$ cat src/rtl/fft_butterfly_scheduler.sv
// Radix-2 decimation-in-time FFT butterfly scheduler.
// Issues the N/2 butterflies of each stage to an external datapath.
// Tracks write-backs that are still outstanding, and holds each stage boundary
// until every write-back of the previous stage has returned.
module fft_butterfly_scheduler #(
    parameter int unsigned N_SAMPLES = 8,
    localparam int unsigned LOG = $clog2(N_SAMPLES),
    localparam int unsigned AW  = LOG,
    localparam int unsigned TW  = LOG - 1,
    localparam int unsigned SW  = $clog2(LOG)
) (
    input  logic          clk,
    input  logic          reset,
    input  logic          recv_val,
    output logic          recv_rdy,
    output logic          issue_val,
    input  logic          issue_rdy,
    output logic [AW-1:0] addr_a,
    output logic [AW-1:0] addr_b,
    output logic [TW-1:0] tw_idx,
    output logic [SW-1:0] stage,
    input  logic          wb_val,
    output logic          send_val,
    input  logic          send_rdy,
    output logic          err
);

    localparam int unsigned KW = LOG - 1;
    localparam int unsigned OW = $clog2(N_SAMPLES / 2 + 1);
    localparam logic [KW-1:0] LAST_K     = KW'(N_SAMPLES / 2 - 1);
    localparam logic [SW-1:0] LAST_STAGE = SW'(LOG - 1);
    localparam logic [OW-1:0] OUT_MAX    = '1;

    typedef enum logic [1:0] {StIdle, StIssue, StDrain, StDone} state_e;

    state_e        state_q, state_d;
    logic [KW-1:0] k_q, k_d;
    logic [SW-1:0] stage_q, stage_d;
    logic [OW-1:0] out_q, out_d;
    logic          err_q, err_d;
    logic          issue_fire;

    logic [AW-1:0] k_ext, span, pos, grp, base;

    // State registers, cleared asynchronously so an aborted pass leaves nothing behind.
    always_ff @(posedge clk or negedge reset) begin
        if (!reset) begin
            state_q <= StIdle;
            k_q     <= '0;
            stage_q <= '0;
            out_q   <= '0;
            err_q   <= 1'b0;
        end else begin
            state_q <= state_d;
            k_q     <= k_d;
            stage_q <= stage_d;
            out_q   <= out_d;
            err_q   <= err_d;
        end
    end

    // Handshake outputs, outstanding-count bookkeeping and next-state selection.
    always_comb begin
        state_d = state_q;
        k_d     = k_q;
        stage_d = stage_q;
        out_d   = out_q;
        err_d   = err_q;

        recv_rdy   = (state_q == StIdle);
        issue_val  = (state_q == StIssue) && (out_q != OUT_MAX);
        send_val   = (state_q == StDone);
        issue_fire = issue_val && issue_rdy;

        // A same-cycle issue and write-back cancel out.
        if (issue_fire && !wb_val) begin
            out_d = out_q + 1'b1;
        end else if (!issue_fire && wb_val) begin
            if (out_q != '0) begin
                out_d = out_q - 1'b1;
            end else begin
                err_d = 1'b1;
            end
        end

        if (issue_fire) begin
            k_d = k_q + 1'b1;
        end

        case (state_q)
            StIdle: begin
                if (recv_val) begin
                    state_d = StIssue;
                    stage_d = '0;
                    k_d     = '0;
                    out_d   = '0;
                end
            end
            StIssue: begin
                if (issue_fire && (k_q == LAST_K)) begin
                    state_d = StDrain;
                end
            end
            StDrain: begin
                // Hazard barrier: the next stage reads what this stage wrote.
                if (out_d == '0) begin
                    if (stage_q < LAST_STAGE) begin
                        stage_d = stage_q + 1'b1;
                        k_d     = '0;
                        state_d = StIssue;
                    end else begin
                        state_d = StDone;
                    end
                end
            end
            StDone: begin
                if (send_rdy) begin
                    state_d = StIdle;
                end
            end
            default: state_d = StIdle;
        endcase
    end

    // Butterfly address and twiddle generation; zero outside the issue state.
    always_comb begin
        k_ext = AW'(k_q);
        span  = AW'(1) << stage_q;
        pos   = k_ext & (span - AW'(1));
        grp   = k_ext >> stage_q;
        base  = ((grp << stage_q) << 1) | pos;

        addr_a = '0;
        addr_b = '0;
        tw_idx = '0;
        if (state_q == StIssue) begin
            addr_a = base;
            addr_b = base + span;
            tw_idx = TW'(pos << (LAST_STAGE - stage_q));
        end
    end

    assign stage = stage_q;
    assign err   = err_q;

endmodule

$ cat config.mk
export PLATFORM = sky130hd
export DESIGN_NAME = fft_butterfly_scheduler
export DESIGN_NICKNAME = d
export VERILOG_FILES = /design/src/rtl/fft_butterfly_scheduler.sv
export SDC_FILE = /design/constraint.sdc
export NUM_CORES = 1
export LEC_CHECK = 0
export ABC_AREA = 1
export BUFFER_PORTS_ARGS = -buffer_cell sky130_fd_sc_hd__clkbuf_2
export CAP_MARGIN = 20
export CORE_MARGIN = 8
export CORE_UTILIZATION = 25
export CTS_BUF_LIST = sky130_fd_sc_hd__clkbuf_4
export CTS_CLUSTER_DIAMETER = 150
export DETAILED_ROUTE_END_ITERATION = 12
export PLACE_DENSITY = 0.54
export RECOVER_POWER = 25
export SETUP_SLACK_MARGIN = 0.5
export SLEW_MARGIN = 0
export SYNTH_ARGS = -nofsm -noshare
export SYNTH_HDL_FRONTEND = slang
export SYNTH_SLANG_ARGS = --single-unit
$ cat constraint.sdc
create_clock -name clk -period 3.85 [get_ports clk]
set_input_delay 0 -clock clk [delete_from_list [all_inputs] [get_ports clk]]
set_output_delay 0 -clock clk [all_outputs]
set_load 0.02 [all_outputs]
### Word-level counts from Yosys, hierarchy flattened

Cells that the tools add are included.

* bits of input ports: 6
* output and inout port bits: 14
* register bits: 10
* word-level logic and storage cells: 68

* bitwise operators: 4
* add/sub/neg operators: 7
* $lt $le $gt $ge: 1
* reduce and logical (&&, ||, !) cells: 14
* equality and inequality tests: 10
* shift operators: 4
* muxes and demuxes: 23

Operators with widths (count)
* 2-bit two-way mux: 13
* 3-bit two-way mux: 7
* 2-bit != test (second input constant): 4
* 2-bit one-hot mux with 2 select lines: 2
* 2-bit one-hot mux with 4 select lines: 1
* 4-bit AND reduction: 2
* 2-bit == test (second input constant): 3
* 3-bit by 2-bit left shift with 2-bit output: 2
* 3-bit by 1-bit subtractor with 3-bit output (second input constant): 2
* 1-bit logical AND: 5
* 2-bit by 1-bit adder with 2-bit output (second input constant): 2
* 3-bit by 1-bit adder with 3-bit output (second input constant): 1
* 3-bit adder: 1
* 2-bit by 3-bit bitwise AND with 3-bit output: 1
* 3-bit zero test: 1
* 3-bit != test (second input constant): 1
* 3-bit OR: 1
* 3-bit AND reduction: 1
* 3-bit nonzero test: 1
* 1-bit by 2-bit left shift with 3-bit output (first input constant): 1
* 2-bit by 2-bit >> shifter with 3-bit output: 1
* 2-bit by 1-bit == test with 1-bit output (second input constant): 1
* 1-bit zero test: 2
* 2-bit zero test: 1
* 5 further kinds: 6

### Longest topological paths before layout

Gate-level depths: netlist of the first run.

* word-level depth: 10
* gate-level depth with buffers: 15
* gate-level depth less buffers: 15

### Worst setup path before layout of the first run

No wires, ideal clock.

* path kind: flip-flop to output port
* from: reg stage_q[1] (netlist: stage[1])
* to: out addr_b[2]
* required time: 3850 ps
* arrival: 1879 ps
* path buffers: 1
* cell stages (with the launch flop): 7
* path slack: 1971 ps
* path through: dfrtp_1 clkbuf_1 inv_1 ha_1 fa_1 xor2_1 nor2_1

* word-level cells in the longest chain between the ends: 6
* elaborated cells on any way between the ends: 8
* those cells by class: add/sub: 2; shift: 3; mux: 1; bitwise: 2

Ends and longest elaborated chain
* from (decl): line 38 `logic [SW-1:0] stage_q, stage_d;`
* from (signal assigned): line 56 `stage_q <= stage_d;`
* 1-bit by 2-bit left shift with 3-bit output: line 128 `span = AW'(1) << stage_q;`
* 3-bit by 1-bit subtractor with 3-bit output: line 129 `pos = k_ext & (span - AW'(1));`
* 2-bit by 3-bit bitwise AND with 3-bit output: line 129
* 3-bit OR: line 131 `base = ((grp << stage_q) << 1) | pos;`
* 3-bit adder *: line 138 `addr_b = base + span;`
* 3-bit two-way mux *: line 136 `if (state_q == StIssue) begin`
* to (decl): line 19 `output logic [AW-1:0] addr_b,`

Every way passes the cells marked *; elsewhere a longest branch is shown, timed or not.

### Worst setup path after layout of the first run

* from: reg out_q[0]
* to: reg stage_q[0] (netlist: stage[0])

* word-level cells in the longest chain between the ends: 10
* elaborated cells on any way between the ends: 15
* those cells by class: add/sub: 2; eq/ne: 2; mux: 3; reduce/logical: 8

Ends and longest elaborated chain
* from (decl): line 39 `logic [OW-1:0] out_q, out_d;`
* from (signal assigned): line 57 `out_q <= out_d;`
* parallel branches: the longest is 6 deep, another holds 3-bit by 1-bit subtractor with 3-bit output
* 3-bit two-way mux *: line 76 `if (issue_fire && !wb_val) begin`
* 3-bit zero test *: line 106 `if (out_d == '0) begin`
* 2-bit != test (no source line) *
* 4-bit AND reduction (no source line) *

Mark *: on every way between the ends.
A chain may end at the register's enable or synchronous reset.

==> impl_metrics.py, run 1 <==
metrics = {
    "clock_network": {
        "cts_tree": "yes",
        "clkSlewWorstSetupHoldPaths_ns": 0.08,
        "clock-root-buffer": "clkbuf_4",
        "clock_sinks": 10,
        "clock_path_buffers": 2,
        "cts_made_buffers": 3,
        "clock_latency_ns": 0.27,
        "cts-htree-levels": 1,
    },
    "drt": {
        "drt_wl_total_um": 2055,
        "drt_iter0_drc": 32,
        "postRouteAntennaNets": 0,
        "routed_via_density": 4.247,
        "num_vias": 841,
        "drt_first_pass_iters": 4,
        "post_drt_wl_per_cell_um": 10.38,
        "drc_errors": 0,
    },
    "placement": {
        "hpwlAfterDp_um": 1731,
        "place.gp.congestion": 0.8392,
        "place_inst": 193,
        "port_buffers": 19,
    },
    "pwr": {
        "p_seq_frac": 0.256,
        "switchingPower_mw": 0.4635,
        "power_density_nw_per_um2": 782.5,
        "p_clk_frac": 0.087,
        "comb_power_share": 0.657,
        "intPower_mw": 0.3746,
        "netSwitchingFraction": 0.5531,
        "power_mw": 0.8381,
        "irDropWorstVdd_v": 0.0003422,
        "p_leak_nw": 0.6131,
    },
    "die": {
        "num_rows": 21,
        "ioPinCount": 20,
        "die_w_um": 75.95,
        "die-area_sq_um": 5768,
        "die_h_um": 75.95,
        "core_sq_um": 3390,
        "start_util": 0.2650,
    },
    "outcome": {
        "status": "completed",
    },
    "synthesis": {
        "synth_warnings": 0,
        "yosysSeqAreaShare": 0.2786,
        "synth_top_area_share": 0.2786,
        "syn_nets": 145,
        "synth-seq-cells": 10,
        "synth_top_cell_by_area": "dfrtp_1",
        "synth_area_sq_um": 898.4,
        "synthCells": 130,
        "ys_top_cells_by_area": "dfrtp_1 (28%), nand2_1 (15%), ha_1 (11%)",
        "yosysUniqueCellTypes": 24,
        "synth.avg_cell_area_sq_um": 6.910,
    },
    "grt": {
        "grt_pass1_wl_um": 3712,
        "grt_antenna_before_repair": 0,
        "grt_max_degree": 11,
        "grt_overflow_total": 0,
        "grt_pass1_vias": 853,
        "track_usage": 0.07439,
    },
    "layout": {
        "final_net_count": 168,
        "instances_no_fill": 198,
        "final_common_cell": "nand2_1",
        "final_cell_mix": "nand2_1 (36), inv_1 (20), nor2_1 (19)",
        "drive_above_1_share": 0.1842,
        "area_growth_syn_to_layout_pct": 19.22,
        "fin_util": 0.3160,
        "insertedDiodeCount": 0,
    },
    "timing": {
        "fin_crit_sh": 0.5221,
        "setup_viol": 0,
        "fin_skew_ns": 0.01638,
        "maxSlewHeadroom": 0.6406,
        "hold_ws_ns": 0.08361,
        "period_minus_slack_ns": 2.010,
        "tns_ns": 0,
        "hold_viol_final": 0,
        "worstMarginPinSlew_ns": 0.5391,
        "slew_violations": 0,
        "rsz0062_at_grt": "false",
        "fmax_ghz": 0.4975,
    },
    "critical_path": {
        "worstSetupPathType": "reg2reg",
        "critPathMaxStageDelay_ns": 0.39,
        "cp-end-kind": "flop",
        "path_cells": "ha_1 > ha_1 > inv_1 > nand4_4 > clkinv_2 > nand2_4 > or2_0 > nand2_1 > nand3_2 > nand2_4 > nand3_4 > nand2_1 > nand2_1",
        "cpMostUsedCell": "nand2_1",
        "critical_path_required_ns": 4.01,
        "cp-start-kind": "flop",
        "cp_slowest_cell": "dfrtp_1",
        "crit_path_max_fanout": 6,
        "crit_arrival_ns": 2.18,
    },
    "job": {
        "cap_violations": 0,
    },
    "worst_hold_path": {
        "hp-class": "in2reg",
    },
}
power groups by stage:
stage	Sequential, mW	Combinational [mW]	Clock (mW)
floorplan	0.197	0.441	0
global route	0.224	0.639	0.0823
detailed placement	0.216	0.552	0
global placement	0.215	0.551	0
CTS	0.214	0.558	0.0748
finish	0.214	0.551	0.0732
logic make-up after synthesis:
| logic type | after synthesis | share of synthesized area |
|---|---|---|
| flops | 10 | 0.2786 |
| compound gates | 8 | 0.05015 |
| xor+xnor | 2 | 0.01950 |
| fa+ha+maj | 9 | 0.1337 |
| simple gates | 76 | 0.4039 |
| buf+inv | 24 | 0.1100 |
| other cells | 1 | 0.004174 |
per-stage QoR:
step / worst slack [ns] / instance area (sq um)
5_1_grt: 1.627 / 1071
3_5_place_dp: 1.823 / 1036
2_1_floorplan: 1.971 / 898.4
3_3_place_gp: 1.888 / 1036
6_report: 1.840 / 1071
4_1_cts: 1.819 / 1072
worst max-delay path, delay by kind of cell (launching register included):
family        cells  cell delay [ns]
simple gates      9             0.91
flops             1             0.39
buf+inv           2             0.22
fa+ha+maj         2             0.39
cells in the mapped netlist:
cell type and instances:
a211oi_1 1, a21oi_1 4, buf_6 1, clkbuf_1 1, clkinv_2 1, conb_1 1
dfrtp_1 10, fa_1 1, ha_1 8, inv_1 20, inv_2 1, nand2_1 36
nand2_4 2, nand3_1 9, nand3_2 1, nand3_4 1, nand4_1 3, nand4_4 1
nor2_1 19, nor3_1 3, o21ai_0 2, o21bai_1 1, or2_0 1, xor2_1 2
layer usage:
| metal | part of all wire | vias to the layer above | global-route usage | wire length (um) |
|---|---|---|---|---|
| li1 | - | 446 | - | - |
| met1 | 0.45 | 375 | 0.08532 | 922 |
| met2 | 0.48 | 18 | 0.1260 | 983 |
| met3 | 0.066 | 2 | 0.02830 | 136 |
| met4 | 0.0058 | 0 | 0.01765 | 12 |
| met5 | 0 | - | 0 | 0 |
registers in the layout (all words and copies together), names as in the netlist:
| register | flops |
|---|---|
| err | 1 |
| k_q | 2 |
| stage | 2 |
| out_q | 3 |
| state_q | 2 |
final cells by class:
cell class / instances / area [sq um]
fill: 362 / 2318
inverter: 22 / 83.83
multi-input combinational: 96 / 549.3
clock inverter: 1 / 3.754
clock buffer: 3 / 22.52
tap: 46 / 57.56
timing repair buffer: 20 / 103.9
sequential: 10 / 250.2
final timing paths:
path,from,endpoint,slack (ns),depth (start not counted)
max,out_q[0],stage[0],1.84,13
min,wb_val,err,0.08,3
max reg2reg,out_q[0],stage[0],1.84,13
min reg2reg,err,err,0.48,1
max in group asynchronous,reset,out_q[2],3.25,2
min in group asynchronous,reset,state_q[1],0.22,2
what timing repair did:
item	in CTS	in global routing
buffers inserted	0	0
hold endpoints to repair	10	0
hold buffers	1	0
gates resized for setup	0	0
(Power assumes the default switching activity.)
==> run 2, diff against run 1 <==
PLACE_DENSITY = 0.55   (was 0.54)
clock period = 1.7 ns   (was 3.85 ns; I/O delays follow)
==> run 2 against run 1 <==
The flow now finishes with violations (setup timing); clock power increased to 2.5 times the previous value; maximum frequency increased by 8.2%; highest routed layer unchanged; sequential cell count unchanged; cell area increased by 45%; wire length increased by 22%; die area unchanged; via count increased by 18%; critical path type unchanged; hold slack improved by 0.064 ns; clock skew decreased by 0.013 ns; power increased to 3.5 times the previous value; sequential share of layout area decreased by 7.0 points.
==> impl_metrics.py, run 2 (synthesized netlist as in run 1, its figures left out) <==
metrics = {
    "critical_path": {
        "cp_slowest_cell": "dfrtp_1",
        "reg2reg_depth": 13,
        "crit_arrival_ns": 2.02,
        "r2r_end": "stage[1]",
        "reg2reg_from": "out_q[1]",
        "worstSetupPathType": "reg2reg",
        "critical_path_required_ns": 1.86,
        "critPathMaxStageDelay_ns": 0.40,
        "cp-end-kind": "flop",
        "rrSetupSlack_ns": -0.16,
        "cp-start-kind": "flop",
        "path_cells": "ha_2 > ha_4 > inv_2 > nand4_4 > clkinv_4 > nand2_4 > or2_0 > nand2_2 > nand3_2 > nand2_4 > nand3_4 > nand2_1 > nand2_1",
        "crit_path_max_fanout": 6,
    },
    "layout": {
        "largest_register_ffs": 3,
        "instances_no_fill": 229,
        "stdcell_area_sq_um": 1555,
        "final_common_cell": "buf_4",
        "drive_above_1_share": 0.5519,
        "largest-register": "out_q",
        "insertedDiodeCount": 0,
        "final_cell_mix": "buf_4 (31), nand2_1 (26), inv_1 (15)",
        "area_growth_syn_to_layout_pct": 73.12,
        "final_net_count": 199,
        "fin_util": 0.4588,
    },
    "placement": {
        "place_inst": 207,
        "hpwlAfterDp_um": 1726,
        "place_ws_ns": -0.1361,
        "postPlaceCellArea_sq_um": 1190,
        "place.gp.congestion": 0.8660,
        "port_buffers": 19,
    },
    "drt": {
        "drt_iter0_drc": 37,
        "routed_via_density": 4.328,
        "num_vias": 991,
        "drc_errors": 0,
        "drt_first_pass_iters": 4,
        "post_drt_wl_per_cell_um": 10.97,
        "postRouteAntennaNets": 0,
        "drt_wl_total_um": 2513,
    },
    "timing": {
        "fin_skew_ns": 0.003557,
        "fin_crit_sh": 1.093,
        "slew_violations": 0,
        "setup_ws_ns": -0.1587,
        "hold_viol_final": 0,
        "rsz0062_at_grt": "true",
        "maxSlewHeadroom": 0.4639,
        "worstMarginPinSlew_ns": 0.7981,
        "setup_viol": 8,
        "fmax_ghz": 0.5380,
        "tns_ns": -0.8890,
        "hold_ws_ns": 0.1480,
        "period_minus_slack_ns": 1.859,
    },
    "die": {
        "die_h_um": 75.95,
        "ioPinCount": 20,
        "num_rows": 21,
        "core_sq_um": 3390,
        "die_w_um": 75.95,
        "start_util": 0.2650,
        "die-area_sq_um": 5768,
    },
    "grt": {
        "grt_max_degree": 11,
        "grt_pass1_wl_um": 4008,
        "grt_antenna_before_repair": 0,
        "grt_pass1_vias": 925,
        "track_usage": 0.08220,
        "grt_overflow_total": 0,
    },
    "clock_network": {
        "cts-htree-levels": 1,
        "clock-root-buffer": "clkbuf_4",
        "clkSlewWorstSetupHoldPaths_ns": 0.06,
        "clock_sinks": 10,
        "clock_path_buffers": 2,
        "clock_latency_ns": 0.26,
        "cts_tree": "yes",
        "cts_made_buffers": 3,
    },
    "pwr": {
        "p_leak_nw": 0.8046,
        "power_mw": 2.952,
        "irDropWorstVdd_v": 0.0007200,
        "power_density_nw_per_um2": 1898,
    },
    "worst_hold_path": {
        "hold-path-endpoint": "out_q[0]",
        "hp-start": "recv_val",
        "hp-class": "in2reg",
        "whs_path_depth": 4,
    },
    "outcome": {
        "status": "complete, but fails checks",
        "failed_checks": "setup timing",
    },
    "job": {
        "cap_violations": 0,
    },
}
run 2: worst max-delay path by stage:
stage,from,to,depth (start not counted)
after floorplan,out_q[1],stage[0],13
after global placement,out_q[1],stage[1],14
after detailed placement,out_q[1],stage[1],16
after CTS,out_q[0],stage[0],13
after global routing,out_q[1],stage[1],16
final,out_q[1],stage[1],13
run 2: where the power goes:
part / switching (mW) / internal, mW
registers: 0.117 / 0.345
logic: 1.20 / 1.10
clock network: 0.0789 / 0.107
run 2: repair_timing:
item                                   in CTS  in global routing
hold buffers                                1                  0
pin swaps                                   3                 10
resized for setup                          25                 40
buffers inserted                            9                  8
endpoints found under the hold margin      10                  0
setup endpoints to repair                  19                 21
run 2: area by class of cell:
type	instances	area, sq um
fill	336	1834
sequential	10	254.0
multi-input combinational	96	711.9
clock buffer	4	30.03
tap	46	57.56
timing repair buffer	51	409.1
inverter	22	92.59
run 2: per-layer routing:
metal,up-vias,track usage,routed length [um]
met5,-,0,0
met4,0,0.05294,61
met3,5,0.01179,71
met2,20,0.1260,1207
met1,453,0.1044,1172
li1,513,-,-
run 2: critical path: cells and delay by family, from the launching register on:
family / cells / cell delay [ns]
fa+ha+maj: 2 / 0.36
buf+inv: 2 / 0.15
flops: 1 / 0.40
simple gates: 9 / 0.85
